[config.mk]
export PLATFORM = sky130hd
export DESIGN_NAME = reg_readback
export DESIGN_NICKNAME = d
export VERILOG_FILES = /design/src/rtl/reg_readback.sv
export SDC_FILE = /design/constraint.sdc
export NUM_CORES = 1
export LEC_CHECK = 0
export ABC_AREA = 0
export CORE_AREA = 5 5 76 78
export CTS_BUF_LIST = sky130_fd_sc_hd__clkbuf_16
export DETAILED_ROUTE_END_ITERATION = 16
export DIE_AREA = 0 0 81 83
export GPL_TIMING_DRIVEN = 1
export PLACE_DENSITY = 0.89
export SLEW_MARGIN = 20
export SYNTH_ARGS = -nofsm -noshare
export SYNTH_HDL_FRONTEND = slang
export SYNTH_SLANG_ARGS = --single-unit
[constraint.sdc]
create_clock -name clk -period 3.2 [get_ports clk]
set_clock_uncertainty 0.1 [all_clocks]
set_input_delay 0.32 -clock clk [delete_from_list [all_inputs] [get_ports clk]]
set_output_delay 0.32 -clock clk [all_outputs]
set_load 0.005 [all_outputs]
[src/rtl/reg_readback.sv]
// Debug readback engine: walks a register-file index range through a synchronous
// read port and streams {index, value} pairs out over a valid/ready handshake.
module reg_readback #(
  parameter int unsigned NREGS = 32,
  parameter int unsigned AW    = 5,
  parameter int unsigned DW    = 32
) (
  input  logic          clk,
  input  logic          rst,
  input  logic          start,
  input  logic          abort,
  input  logic [AW-1:0] first,
  input  logic [AW-1:0] last,
  output logic [AW-1:0] rf_raddr,
  input  logic [DW-1:0] rf_rdata,
  output logic          out_valid,
  input  logic          out_ready,
  output logic [DW-1:0] out_data,
  output logic [AW-1:0] out_index,
  output logic          busy,
  output logic          done
);

  localparam logic [2:0] S_IDLE = 3'd0;
  localparam logic [2:0] S_ADDR = 3'd1;
  localparam logic [2:0] S_WAIT = 3'd2;
  localparam logic [2:0] S_SEND = 3'd3;
  localparam logic [2:0] S_DONE = 3'd4;

  localparam logic [AW-1:0] MAX_IDX = AW'(NREGS - 1);

  logic [2:0]    state;
  logic [2:0]    state_next;
  logic [AW-1:0] idx;
  logic [AW-1:0] idx_next;
  logic [AW-1:0] last_idx;
  logic [AW-1:0] last_idx_next;
  logic [AW-1:0] raddr_next;
  logic          valid_next;
  logic [DW-1:0] data_next;
  logic [AW-1:0] index_next;
  logic          busy_next;
  logic          done_next;
  logic          xfer;
  logic [AW-1:0] idx_inc;

  // Out-of-range indices are clamped to the top entry when latched.
  function automatic logic [AW-1:0] clamp_idx(input logic [AW-1:0] v);
    return (v > MAX_IDX) ? MAX_IDX : v;
  endfunction

  assign xfer    = out_valid & out_ready;
  assign idx_inc = (idx == MAX_IDX) ? '0 : idx + AW'(1);

  // Next-state and next-output logic.
  always_comb begin
    state_next    = state;
    idx_next      = idx;
    last_idx_next = last_idx;
    raddr_next    = rf_raddr;
    valid_next    = out_valid;
    data_next     = out_data;
    index_next    = out_index;
    done_next     = 1'b0;

    case (state)
      S_IDLE: begin
        if (start && !abort) begin
          state_next    = S_ADDR;
          idx_next      = clamp_idx(first);
          last_idx_next = clamp_idx(last);
          raddr_next    = clamp_idx(first);
        end
      end
      S_ADDR: begin
        state_next = S_WAIT;
      end
      S_WAIT: begin
        state_next = S_SEND;
        data_next  = rf_rdata;
        index_next = idx;
        valid_next = 1'b1;
      end
      S_SEND: begin
        if (xfer) begin
          valid_next = 1'b0;
          if (idx == last_idx) begin
            state_next = S_DONE;
            done_next  = 1'b1;
          end else begin
            state_next = S_ADDR;
            idx_next   = idx_inc;
            raddr_next = idx_inc;
          end
        end
      end
      S_DONE: begin
        state_next = S_IDLE;
      end
      default: begin
        state_next = S_IDLE;
      end
    endcase

    // Abort outranks a simultaneous transfer and suppresses the done pulse.
    if (abort && (state != S_IDLE)) begin
      state_next = S_IDLE;
      valid_next = 1'b0;
      done_next  = 1'b0;
    end

    busy_next = (state_next != S_IDLE);
  end

  // State and output registers.
  always_ff @(posedge clk or posedge rst) begin
    if (rst) begin
      state     <= S_IDLE;
      idx       <= '0;
      last_idx  <= '0;
      rf_raddr  <= '0;
      out_valid <= 1'b0;
      out_data  <= '0;
      out_index <= '0;
      busy      <= 1'b0;
      done      <= 1'b0;
    end else begin
      state     <= state_next;
      idx       <= idx_next;
      last_idx  <= last_idx_next;
      rf_raddr  <= raddr_next;
      out_valid <= valid_next;
      out_data  <= data_next;
      out_index <= index_next;
      busy      <= busy_next;
      done      <= done_next;
    end
  end

endmodule

==> metrics.csv <==
stage,metric,value,unit
setup_path,Worst Path Arrival,2.04,ns
routing,post-route ant nets,0,
clock_network,htree depth,2,
sta,Tcrit/Tclk final,61.6,%
global_route,largest net degree at the start of global routing,37,
sta,Max Fclk,507,MHz
setup_path,Worst Path Buf+Inv,1,
clock_network,clock latency on the worst-skew pair,0.28,ns
setup_path,Setup CP Type,reg -> reg,
cells_and_area,post-route cell area,3390,um2
routing,drt via density,4.91,
sta,Slew HR,70.0,%
setup_path,crit path capture type,register,
routing,Routed WL,4.94,mm
logic_synthesis,"Top FF cell, synth",dfrtp_1,
setup_path,CP required,3.26,ns
global_route,gr usage total,14.6,%
routing,DRC viols,0,
routing,router iterations before antenna repair,4,
clock_network,clk sinks,53,
sta,Slew @ Worst Pin,0.450,ns
logic_synthesis,most frequent cell after synthesis,dfrtp_1,
logic_synthesis,synth top area cells,"dfrtp_1, mux2_2, mux2_4",
setup_path,slowest cell on the critical path,dfrtp_1,
logic_synthesis,Seq cells post-synth,53,
placed_design,pre-CTS setup slack,1.07,ns
routing,initial DRC count,39,
setup_path,crit path cell chain,nor3b_4 -> buf_4 -> mux2_2,
sta,Hold Fails Final Rpt,0,
power_and_ir_drop,Pwr Total,2.39,mW
worst_hold_path,worst hold path class,in -> async,
sta,setup total negative slack,0,ns
global_route,global-route wire length before repair,7.76,mm
placed_design,hpwl dp,3.76,mm
clock_network,CTS tree,yes,
clock_network,Root Driver,clkbuf_16,
placed_design,placed cell areas,3230,um2
logic_synthesis,"Seq/Total Area, Yosys",59.2,%
global_route,initial antenna violation count,0,
run,# Max-Cap Violations,0,
routing,Vias,1577,
logic_synthesis,Post-Syn Instances,156,
sta,fin crit period,1.97,ns
logic_synthesis,Synthesized Nets,205,
placed_design,Final GP Congestion,0.879,
outcome,status,completed,
cells_and_area,Final #Nets,299,
floorplan,FP Rows,26,
power_and_ir_drop,Pwr Density,705,nW/um2
global_route,GRT Residual Overflow,0,
power_and_ir_drop,leakage power total,1.39,nW
cells_and_area,Non-Filler Instances,321,
cells_and_area,area grow syn2layout,51.2,%
placed_design,placed instance count,313,
clock_network,Clock Tree Buf Depth,2,
logic_synthesis,"area leader, netlist",dfrtp_1,
clock_network,Post-CTS Repair Setup Buffers,0,
clock_network,total CTS buffers,5,
logic_synthesis,syn avg cell area,14.4,um2
floorplan,io pins,92,
logic_synthesis,"EDFF count, synth",0,
floorplan,Chip Height,83,um
setup_path,critical path peak fanout,31,
logic_synthesis,Yosys cell types,33,
logic_synthesis,synthesized cell area,2240,um2
global_route,vias in the first global route,1613,
routing,WL per Instance,15.4,um
logic_synthesis,top cell type's share of synthesized area,59.2,%
cells_and_area,ANT cells,0,
sta,RSZ-0062 raised after global routing,no,
floorplan,core area,5010,um2
clock_network,"CTS clk-pin slew, worst paths",0.07,ns
sta,worst setup margin,1.23,ns
setup_path,"slowest stage delay, CP",0.47,ns
cells_and_area,layout cell share with drive strength beyond 1,23.9,%
power_and_ir_drop,worst IR drop on VDD,430,uV
sta,Slew Limit Fails,0,
logic_synthesis,"top cells by count, synth","dfrtp_1, mux2_2, nor2_1, o21ai_0, xnor2_1",
clock_network,CTS Hold Bufs,0,
logic_synthesis,Synthesis Warnings,0,
setup_path,nature of the critical path startpoint,register,
sta,final setup violation count,0,
logic_synthesis,Async SR Flop Fraction,100,%
placed_design,IO buf count,91,
floorplan,Die X,81,um
floorplan,initial core utilization,44.7,%
setup_path,cell family with most CP delay,flip-flops,
floorplan,die area,6720,um2
clock_network,cts repair resizes,0,
-- placed cells by master, fill, tap and decap left out, types with 2 or more instances in the layout --
| cell type | instances |
|---|---|
| o21ai_0 | 5 |
| nor2_1 | 5 |
| xnor2_1 | 5 |
| nand3_1 | 2 |
| nor2b_1 | 2 |
| and3_1 | 3 |
| clkbuf_16 | 5 |
| clkdlybuf4s50_1 | 91 |
| nand2_1 | 3 |
| dfrtp_1 | 53 |
| mux2_4 | 3 |
| a21oi_1 | 2 |
| inv_1 | 3 |
| nor3b_1 | 2 |
| buf_4 | 2 |
| mux2_2 | 44 |
| ha_1 | 2 |
-- worst reg2reg max path: stages (launching register included) --
cell	delay, ns
dfrtp_1	0.47
nor3b_4	0.43
buf_4	0.45
mux2_2	0.41
-- power breakdown --
group / switching, mW / leakage (nW) / internal [mW] / total, mW
clock network: 0.216 / 0.0826 / 0.363 / 0.579
logic: 0.237 / 0.679 / 0.563 / 0.800
registers: 0.137 / 0.634 / 0.873 / 1.01
total: 0.590 / 1.39 / 1.80 / 2.39
-- final timing paths --
check | slack, ns | depth (start not counted) | to | startpoint
max in group asynchronous | 1.99 | 3 | out_data[16]$_DFFE_PP0N_ | rst
worst min register to register | 0.40 | 1 | out_data[12]$_DFFE_PP0N_ | out_data[12]$_DFFE_PP0N_
worst max-delay path | 1.23 | 3 | out_data[30]$_DFFE_PP0N_ | state[2]$_DFF_PP0_
worst max register to register | 1.23 | 3 | out_data[30]$_DFFE_PP0N_ | state[2]$_DFF_PP0_
worst min-delay path | 0.23 | 2 | state[0]$_DFF_PP0_ | rst
min in group clk | 0.40 | 1 | out_data[12]$_DFFE_PP0N_ | out_data[12]$_DFFE_PP0N_
-- flip-flops by register name, summed over array words and instances (netlist names) --
signal     flops
last_idx       5
out_data      32
out_index      5
done           1
state          3
busy           1
idx            5
out_valid      1
-- area by class of cell --
| class | count | area (um2) |
|---|---|---|
| fill | 402 | 1620 |
| sequential | 53 | 1330 |
| timing repair buffer | 93 | 926 |
| multi-input combinational | 94 | 875 |
| clock buffer | 5 | 125 |
| tap | 70 | 87.6 |
| clock inverter | 3 | 37.5 |
| inverter | 3 | 11.3 |
-- cells by family after synthesis --
| logic type | Yosys count | share of synthesized area, % |
|---|---|---|
| multiplexers | 47 | 24.1 |
| XOR/XNOR | 5 | 1.95 |
| AO/OA/AOI/OAI | 16 | 5.14 |
| adder cells (fa/ha/maj) | 2 | 1.12 |
| buffers and inverters | 9 | 2.07 |
| AND/OR/NAND/NOR | 24 | 6.42 |
| flip-flops | 53 | 59.2 |
-- stage by stage --
step	util, %	hold WS, ns
3_3_place_gp	64.4	0.388
3_5_place_dp	64.4	0.394
5_1_grt	67.6	0.268
2_1_floorplan	-	0.290
6_report	67.6	0.228
4_1_cts	67.6	0.237
-- layer usage --
layer / share of wire, % / global-route usage [%] / up-vias
li1: - / - / 748
met1: 41 / 18.1 / 750
met2: 48 / 24.0 / 75
met3: 11 / 5.52 / 4
met4: 0.55 / 3.23 / 0
met5: 0 / 0 / -
No activity file was read; power rests on OpenSTA's default activity.
